<file path="config.mk">
export PLATFORM = sky130hd
export DESIGN_NAME = mem_arbiter_flat
export DESIGN_NICKNAME = d
export VERILOG_FILES = /design/src/rtl/mem_arbiter_if.sv /design/src/rtl/mem_arbiter.sv /design/src/flat_wrapper.sv
export SDC_FILE = /design/constraint.sdc
export NUM_CORES = 1
export LEC_CHECK = 0
export CORE_AREA = 2 2 73 75
export DETAILED_ROUTE_END_ITERATION = 6
export DIE_AREA = 0 0 75 77
export PLACE_DENSITY = 0.83
export SLEW_MARGIN = 20
export SYNTH_ARGS = -nofsm -noshare
export SYNTH_HDL_FRONTEND = slang
export SYNTH_SLANG_ARGS = --single-unit
</file>
<file path="constraint.sdc">
create_clock -name CLK -period 3.9 [get_ports CLK]
set_input_delay 0.78 -clock CLK [delete_from_list [all_inputs] [get_ports CLK]]
set_output_delay 0.78 -clock CLK [all_outputs]
set_load 0.1 [all_outputs]
</file>
<file path="src/rtl/mem_arbiter_if.sv">
// I-cache, D-cache and main-memory request/response bundle shared by the arbiter and its neighbours.
// The slave modport is the arbiter's view; master is the view of the cache/memory side that drives it.
interface mem_arbiter_if #(
    parameter int ADDR_W = 6,
    parameter int DATA_W = 32
);
    logic              i_read;
    logic [ADDR_W-1:0] i_address;
    logic [DATA_W-1:0] i_readdata;
    logic              i_busywait;

    logic              d_read;
    logic              d_write;
    logic [ADDR_W-1:0] d_address;
    logic [DATA_W-1:0] d_writedata;
    logic [DATA_W-1:0] d_readdata;
    logic              d_busywait;

    logic              mem_read;
    logic              mem_write;
    logic [ADDR_W-1:0] mem_address;
    logic [DATA_W-1:0] mem_writedata;
    logic [DATA_W-1:0] mem_readdata;
    logic              mem_busywait;

    modport slave (
        input  i_read, i_address, d_read, d_write, d_address, d_writedata,
        input  mem_readdata, mem_busywait,
        output i_readdata, i_busywait, d_readdata, d_busywait,
        output mem_read, mem_write, mem_address, mem_writedata
    );

    modport master (
        output i_read, i_address, d_read, d_write, d_address, d_writedata,
        output mem_readdata, mem_busywait,
        input  i_readdata, i_busywait, d_readdata, d_busywait,
        input  mem_read, mem_write, mem_address, mem_writedata
    );
endinterface

</file>
<file path="src/rtl/mem_arbiter.sv">
// I/D-cache to main-memory arbiter: one cycle of grant latency, completion once memory drops busywait after the first serve cycle; waiting requesters see busywait=1.
// Ties go to D (fixed priority) by default, or alternate against last_grant when MEM_ARB_RR_EN is defined.
module mem_arbiter #(
    parameter int ADDR_W = 6,
    parameter int DATA_W = 32
) (
    input  logic         CLK,
    input  logic         RESET,
    mem_arbiter_if.slave bus
);
    typedef enum logic [1:0] {IDLE, SERVE_I, SERVE_D} state_e;
    typedef enum logic {GRANT_I, GRANT_D} grant_e;

    state_e state_q, state_d;
    logic   issued_q, issued_d;
    grant_e last_grant_q, last_grant_d;

    logic              i_req, d_req, mem_ready;
    logic              i_done, d_done;
    logic              mem_read_c, mem_write_c;
    logic [ADDR_W-1:0] mem_address_c;
    logic [DATA_W-1:0] mem_writedata_c;
    state_e            tie_state;

    assign i_req     = bus.i_read;
    assign d_req     = bus.d_read | bus.d_write;
    // The first serve cycle never completes: memory has not yet seen the request.
    assign mem_ready = issued_q & ~bus.mem_busywait;

`ifdef MEM_ARB_RR_EN
    assign tie_state = (last_grant_q == GRANT_I) ? SERVE_D : SERVE_I;
`else
    assign tie_state = SERVE_D;
`endif

    always_ff @(posedge CLK) begin
        if (RESET) begin
            state_q      <= IDLE;
            issued_q     <= 1'b0;
            last_grant_q <= GRANT_I;
        end else begin
            state_q      <= state_d;
            issued_q     <= issued_d;
            last_grant_q <= last_grant_d;
        end
    end

    always_comb begin
        state_d         = state_q;
        issued_d        = 1'b0;
        last_grant_d    = last_grant_q;
        i_done          = 1'b0;
        d_done          = 1'b0;
        mem_read_c      = 1'b0;
        mem_write_c     = 1'b0;
        mem_address_c   = '0;
        mem_writedata_c = '0;
        case (state_q)
            IDLE: begin
                if (i_req && d_req) state_d = tie_state;
                else if (d_req)     state_d = SERVE_D;
                else if (i_req)     state_d = SERVE_I;
            end
            SERVE_I: begin
                mem_read_c    = bus.i_read;
                mem_address_c = bus.i_address;
                if (!i_req) begin
                    state_d = IDLE;
                end else if (mem_ready) begin
                    i_done       = 1'b1;
                    state_d      = IDLE;
                    last_grant_d = GRANT_I;
                end else begin
                    issued_d = 1'b1;
                end
            end
            SERVE_D: begin
                // A simultaneous read+write is carried out as a write.
                mem_read_c      = bus.d_read & ~bus.d_write;
                mem_write_c     = bus.d_write;
                mem_address_c   = bus.d_address;
                mem_writedata_c = bus.d_writedata;
                if (!d_req) begin
                    state_d = IDLE;
                end else if (mem_ready) begin
                    d_done       = 1'b1;
                    state_d      = IDLE;
                    last_grant_d = GRANT_D;
                end else begin
                    issued_d = 1'b1;
                end
            end
            default: state_d = IDLE;
        endcase
    end

    assign bus.mem_read      = mem_read_c;
    assign bus.mem_write     = mem_write_c;
    assign bus.mem_address   = mem_address_c;
    assign bus.mem_writedata = mem_writedata_c;
    assign bus.i_readdata    = bus.mem_readdata;
    assign bus.d_readdata    = bus.mem_readdata;
    assign bus.i_busywait    = i_req & ~i_done;
    assign bus.d_busywait    = d_req & ~d_done;
endmodule

</file>
<file path="src/flat_wrapper.sv">
// flat-port wrapper written by rule: the top's interface ports become plain ports
module mem_arbiter_flat 
#(
    parameter int ADDR_W = 6,
    parameter int DATA_W = 32
)
  (CLK, RESET, bus_i_read, bus_i_address, bus_d_read, bus_d_write, bus_d_address, bus_d_writedata, bus_mem_readdata, bus_mem_busywait, bus_i_readdata, bus_i_busywait, bus_d_readdata, bus_d_busywait, bus_mem_read, bus_mem_write, bus_mem_address, bus_mem_writedata);
  mem_arbiter_if #(.ADDR_W(ADDR_W), .DATA_W(DATA_W)) bus_i ();
  input  logic CLK;
  input  logic RESET;
  input wire logic [$bits(bus_i.i_read)-1:0] bus_i_read;
  input wire logic [$bits(bus_i.i_address)-1:0] bus_i_address;
  input wire logic [$bits(bus_i.d_read)-1:0] bus_d_read;
  input wire logic [$bits(bus_i.d_write)-1:0] bus_d_write;
  input wire logic [$bits(bus_i.d_address)-1:0] bus_d_address;
  input wire logic [$bits(bus_i.d_writedata)-1:0] bus_d_writedata;
  input wire logic [$bits(bus_i.mem_readdata)-1:0] bus_mem_readdata;
  input wire logic [$bits(bus_i.mem_busywait)-1:0] bus_mem_busywait;
  output wire logic [$bits(bus_i.i_readdata)-1:0] bus_i_readdata;
  output wire logic [$bits(bus_i.i_busywait)-1:0] bus_i_busywait;
  output wire logic [$bits(bus_i.d_readdata)-1:0] bus_d_readdata;
  output wire logic [$bits(bus_i.d_busywait)-1:0] bus_d_busywait;
  output wire logic [$bits(bus_i.mem_read)-1:0] bus_mem_read;
  output wire logic [$bits(bus_i.mem_write)-1:0] bus_mem_write;
  output wire logic [$bits(bus_i.mem_address)-1:0] bus_mem_address;
  output wire logic [$bits(bus_i.mem_writedata)-1:0] bus_mem_writedata;
  assign bus_i.i_read = bus_i_read;
  assign bus_i.i_address = bus_i_address;
  assign bus_i.d_read = bus_d_read;
  assign bus_i.d_write = bus_d_write;
  assign bus_i.d_address = bus_d_address;
  assign bus_i.d_writedata = bus_d_writedata;
  assign bus_i.mem_readdata = bus_mem_readdata;
  assign bus_i.mem_busywait = bus_mem_busywait;
  assign bus_i_readdata = bus_i.i_readdata;
  assign bus_i_busywait = bus_i.i_busywait;
  assign bus_d_readdata = bus_i.d_readdata;
  assign bus_d_busywait = bus_i.d_busywait;
  assign bus_mem_read = bus_i.mem_read;
  assign bus_mem_write = bus_i.mem_write;
  assign bus_mem_address = bus_i.mem_address;
  assign bus_mem_writedata = bus_i.mem_writedata;
  mem_arbiter #(.ADDR_W(ADDR_W), .DATA_W(DATA_W)) u_core (.CLK(CLK), .RESET(RESET), .bus(bus_i));
endmodule
</file>
==> summary.txt, run 1 <==
Layout area overhead: 42.3%
Post-synth ARST share: 0%
Post-synthesis register bit count: 3
CP peak stage delay: 0.35 ns
Clock Latency Late Sink: 0.22 ns
Bufs and invs on worst path: 3
TritonCTS Buffers: 3
Highest routed layer: met4
M1 WL: 1.15 mm
Critical path's top delay family: buffers and inverters
Post-route cell area: 0.00150 mm^2
# setup viols final: 0
Synth area leaders: buf_4, and2_1, dfxtp_1
Area occupied by multi-input gates: 480 um^2
Comb pwr share: 79.5%
Pre-CTS WS: 1.18 ns
Gr ovfl total: 0
Worst vdd ir: 0.165 mV
Post-CTS resize count: 0
First-pass GRT wire length: 4.65 mm
Overall Global Routing Usage: 10.5%
Antenna viol nets, final: 0
Maximum clock insertion buffer count: 2
Die W: 75 um
Startpoint Class: register
Worst path most repeated cell: buf_4
TNS Setup: 0 ns
Critical Path AT: 1.99 ns
Hold Vio Cnt, Final: 0
Vias per Instance: 4.04
Post-synth top area share: 45.7%
Synth Cell Area: 0.00105 mm^2
Port buffer count: 91
CP endpoint kind: primary output
P per Cell Area: 424 mW/mm^2
Routed WL: 3.29 mm
CTS Sinks: 3
Synth Area per Inst: 7.16 um^2
Routed wl met2: 1.47 mm
Yosys top cell by area: buf_4
Initial Util: 21.1%
Status: finished, final reports clean
Req. time, crit path: 3.12 ns
Sequential element share of the synthesized area: 5.71%
Pleak: 0.665 nW
Slowest cell on the critical path: ha_1
DRT Pass-1 Iters: 4
Post-DP HPWL: 2.72 mm
Fmax: 361 MHz
Metal3 WL: 502 um
Die area: 0.00578 mm^2
Post-synthesis cell type count: 23
Max-capacitance violation count: 0
DR vias: 985
Antenna violations before repair: 0
Fillers: 539
Placed Area: 0.00145 mm^2
Clk_skew: 0.00176 ns
Unrepaired setup endpoints after global routing: false
Commonest cells post-synth: buf_4, and2_1, nor2b_1, a22oi_1
Hold Path Class: reg2reg
Tmin final: 2.77 ns
Cell Int Power: 237 uW
Setup ws final: 1.13 ns
Crit path cell chain: inv_1, ha_1, buf_4, a22oi_1, nor2b_1, buf_4
Post-Syn Nets: 233
Post CTS Setup Buffer Count: 0
GPL Wtd Cong: 0.757
Placeable Area: 0.00498 mm^2
Post-layout power: 634 uW
Worst slew pin tran: 0.389 ns
Layout cells sized above 1: 27.0%
Vias in the first global route: 968
Register Area: 60.1 um^2
Count leader, synth: buf_4
CP Max Fanout: 35
Root buf cell: clkbuf_8
Switching pwr: 397 uW
Largest net degree at the start of global routing: 36
DRT iter0 DRCs: 33
Fin. max-slew vios: 0
Sw Ratio: 62.6%
# DRC: 0
Cells after Synth: 147
Syn. warnings: 0
Number of synthesized flops with an enable pin: 0
WL/cell: 13.5 um
Hold Buf Count CTS: 0
Clock power share: 14.7%
DIE HEIGHT: 77 um
N_diodes: 0
# H-tree levels: 1
Final net count: 261
CTS tree: done
Relative slew margins: 73.8%
Synth Flop Type: dfxtp_1
CP Class: reg2out
Site Rows: 26
Reg clk slew, reported paths: 0.03 ns
Crit share post-route: 71.0%
Flop pwr share: 5.8%
Io pins: 188
[flip-flops by register name, summed over array words and instances (netlist names)]
signal           flops
u_core.issued_q      1
u_core.state_q       2
[worst paths after layout]
path                startpoint            endpoint  slack, ns  cells after the start
min          u_core.state_q[1]   u_core.state_q[1]       0.57                      2
max reg2reg  u_core.state_q[0]   u_core.state_q[1]       2.29                      5
max          u_core.state_q[0]  bus_mem_address[1]       1.13                      6
min reg2reg  u_core.state_q[1]   u_core.state_q[1]       0.57                      2
[power by group through the flow]
stage	clock network (mW)	logic (mW)	registers [mW]
after detailed placement	0	0.507	0.0371
final	0.0930	0.505	0.0368
after global routing	0.0961	0.526	0.0371
after global placement	0	0.503	0.0368
after CTS	0.0932	0.508	0.0367
after floorplan	0	0.682	0.0364
[cells in the final DEF (no fill, tap or decap), types with 2 or more instances in the layout]
| cell | Yosys | routed |
|---|---|---|
| clkbuf_8 | 0 | 3 |
| inv_1 | 3 | 3 |
| buf_4 | 64 | 43 |
| o21ai_0 | 3 | 3 |
| and2_1 | 33 | 33 |
| nor2_1 | 2 | 2 |
| nor2b_1 | 7 | 7 |
| clkdlybuf4s50_1 | 0 | 49 |
| dfxtp_1 | 3 | 3 |
| a22oi_1 | 6 | 6 |
| ha_1 | 4 | 4 |
| nand2_1 | 2 | 2 |
| nand2b_1 | 2 | 2 |
| a21oi_1 | 4 | 4 |
[worst min-delay path, cell delays in order (launching register included)]
cell and delay (ns):
dfxtp_1 0.32, inv_1 0.10, a221oi_1 0.08
[stage by stage]
| step | hold slack [ns] | utilization [%] | instances |
|---|---|---|---|
| finish | 0.566 | 30.1 | 244 |
| global route | 0.604 | 30.1 | 244 |
| floorplan | 0.507 | - | 147 |
| global placement | 0.541 | 29.2 | 240 |
| detailed placement | 0.564 | 29.2 | 240 |
| CTS | 0.569 | 30.1 | 244 |
[layout make-up]
cell class | count | area share (%)
well taps | 70 | 5.85
multi-input cells | 72 | 32.1
inverters | 3 | 0.752
clock buffers | 4 | 3.01
repair buffers | 92 | 54.3
flip-flops and latches | 3 | 4.01
[cells by family (layout without fill, tap and decap cells)]
group                      count (synthesis)  count (layout)  synth area share [%]
buffers and inverters                     72              99                  48.6
and+or+nand+nor                           50              50                  29.5
AOI/OAI and AO/OA                         18              18                  11.4
adders and majority gates                  4               4                  4.76
DFF                                        3               3                  5.71
[per-layer routing]
metal / global-route usage, % / vias to the layer above
met4: 7.32 / 0
li1: - / 458
met2: 17.5 / 87
met3: 4.20 / 31
met5: 0 / -
met1: 10.4 / 409
(Power assumes the default switching activity.)
==> run 2, diff against run 1 <==
- CORE_AREA: 2 2 73 75 -> unset
- CORE_MARGIN: unset -> 2
- CORE_UTILIZATION: unset -> 19
- DIE_AREA: 0 0 75 77 -> unset
- PLACE_DENSITY: 0.83 -> 0.78
- clock period: 3.9 -> 2.5 ns (I/O delays scaled with it)
==> summary.txt, run 2 (same netlist as run 1, synthesis figures left out) <==
Clk_skew: 0.000877 ns
Io pins: 188
CP endpoint kind: primary output
CTS tree: done
R2R Path Start: u_core.state_q[0]
# setup viols final: 0
Overall Global Routing Usage: 10.9%
Req. time, crit path: 2.00 ns
Antenna violations before repair: 0
Pre-CTS WS: 0.386 ns
GRT met3 Usage: 3.56%
Worst reg2reg setup slack: 0.89 ns
GPL Wtd Cong: 0.746
Critical path's top delay family: buffers and inverters
DR vias: 949
Layout cells sized above 1: 31.6%
CP Depth: 6
Busiest grt layer: met2
Worst path most repeated cell: buf_12
TritonCTS Buffers: 3
WL/cell: 13.3 um
Port buffer count: 91
Unrepaired setup endpoints after global routing: false
Layout area overhead: 95.8%
First-pass GRT wire length: 5.24 mm
Post-DP HPWL: 2.86 mm
DIE HEIGHT: 78.4 um
Setup crit end: bus_mem_address[3]
# DRC: 0
Pleak: 0.803 nW
Antenna viol nets, final: 0
FF-to-FF path depth: 5
Hold Path Class: reg2reg
DRT Pass-1 Iters: 4
Maximum clock insertion buffer count: 2
Tmin final: 2.17 ns
Placed Area: 0.00202 mm^2
# H-tree levels: 1
Die area: 0.00615 mm^2
CTS Sinks: 3
DRT iter0 DRCs: 7
Most flops, register: u_core.state_q
Commonest non-fill, non-tap cell in the layout: clkdlybuf4s50_1
Largest net degree at the start of global routing: 39
FF-to-FF End: u_core.state_q[1]
Worst slew pin tran: 0.387 ns
Vias in the first global route: 1021
Met2 Track Usage GR: 21.6%
Slowest cell on the critical path: dfxtp_1
Clock Latency Late Sink: 0.21 ns
Met1 usage: 9.48%
Die W: 78.4 um
Relative slew margins: 74.1%
Most frequent cells in the layout: clkdlybuf4s50_1, buf_12, and2_1
CP peak stage delay: 0.39 ns
Fin. max-slew vios: 0
Gr ovfl total: 0
Reg clk slew, reported paths: 0.03 ns
TNS Setup: 0 ns
Startpoint Class: register
Hold Buf Count CTS: 0
Bufs and invs on worst path: 3
Status: finished, final reports clean
Crit path cell chain: inv_1, ha_1, buf_12, a22oi_1, nor2b_2, buf_12
Post-route cell area: 0.00206 mm^2
Biggest regs: u_core.state_q: 2 flops, u_core.issued_q: 1 flops
Fmax: 461 MHz
N_diodes: 0
Crit share post-route: 86.8%
Post-CTS resize count: 0
Post CTS Setup Buffer Count: 0
CP Max Fanout: 38
CP Class: reg2out
Max FFs per register: 2
Critical Path AT: 1.67 ns
P per Cell Area: 577 mW/mm^2
Max-capacitance violation count: 0
Vias per Instance: 3.86
Fillers: 512
Initial Util: 19.3%
Setup ws final: 0.331 ns
Placeable Area: 0.00544 mm^2
Worst setup path startpoint: u_core.state_q[0]
Root buf cell: clkbuf_8
Site Rows: 27
Final net count: 261
Hold Vio Cnt, Final: 0
Worst vdd ir: 0.233 mV
Routed WL: 3.28 mm
## run 2: worst min-delay path, delay by kind of cell (launching register included)
kind	cells	cell delay (ns)
buffers and inverters	1	0.10
AO/OA/AOI/OAI	1	0.10
flip-flops	1	0.31
## run 2: final cells by class
| type | count | area (um^2) | share of cell area, % |
|---|---|---|---|
| flip-flops and latches | 3 | 60.1 | 2.91 |
| inverters | 3 | 11.3 | 0.546 |
| clock buffers | 4 | 45.0 | 2.19 |
| repair buffers | 92 | 1350 | 65.6 |
| multi-input cells | 72 | 503 | 24.4 |
| well taps | 72 | 90.1 | 4.37 |
## run 2: layer usage
metal / vias up / part of all wire [%]
met3: 18 / 11
met1: 430 / 30
met5: - / 0
li1: 459 / -
met4: 0 / 2.1
met2: 42 / 57
## run 2: worst min path at each step
stage / cells past startpoint / slack [ns] / start / end
after floorplan: 2 / 0.51 / u_core.state_q[1] / u_core.state_q[1]
after global placement: 2 / 0.55 / u_core.state_q[1] / u_core.state_q[1]
after detailed placement: 2 / 0.56 / u_core.state_q[1] / u_core.state_q[1]
after CTS: 2 / 0.57 / u_core.state_q[1] / u_core.state_q[1]
after global routing: 1 / 0.60 / u_core.state_q[0] / u_core.state_q[0]
final: 2 / 0.57 / u_core.state_q[1] / u_core.state_q[1]
## run 2: power by group
part	switching [mW]	leakage (nW)	internal, mW
Clock	0.0313	0.0228	0.109
Combinational	0.615	0.755	0.378
Sequential	0.00348	0.0246	0.0535
Total	0.649	0.803	0.540
## run 2: per-stage QoR
| stage | std cells | power [mW] | utilization, % | hold slack (ns) |
|---|---|---|---|---|
| 6_report | 246 | 1.19 | 37.9 | 0.572 |
| 5_1_grt | 246 | 1.24 | 37.9 | 0.604 |
| 3_5_place_dp | 242 | 1.06 | 37.1 | 0.563 |
| 4_1_cts | 246 | 1.20 | 37.9 | 0.569 |
| 2_1_floorplan | 147 | 1.13 | - | 0.507 |
| 3_3_place_gp | 242 | 1.05 | 37.1 | 0.549 |
==> run 3, diff against run 2 <==
- SLEW_MARGIN: 20 -> unset
==> results of run 3 <==
The final DEF is identical to that of run 2; final timing and power are the same.
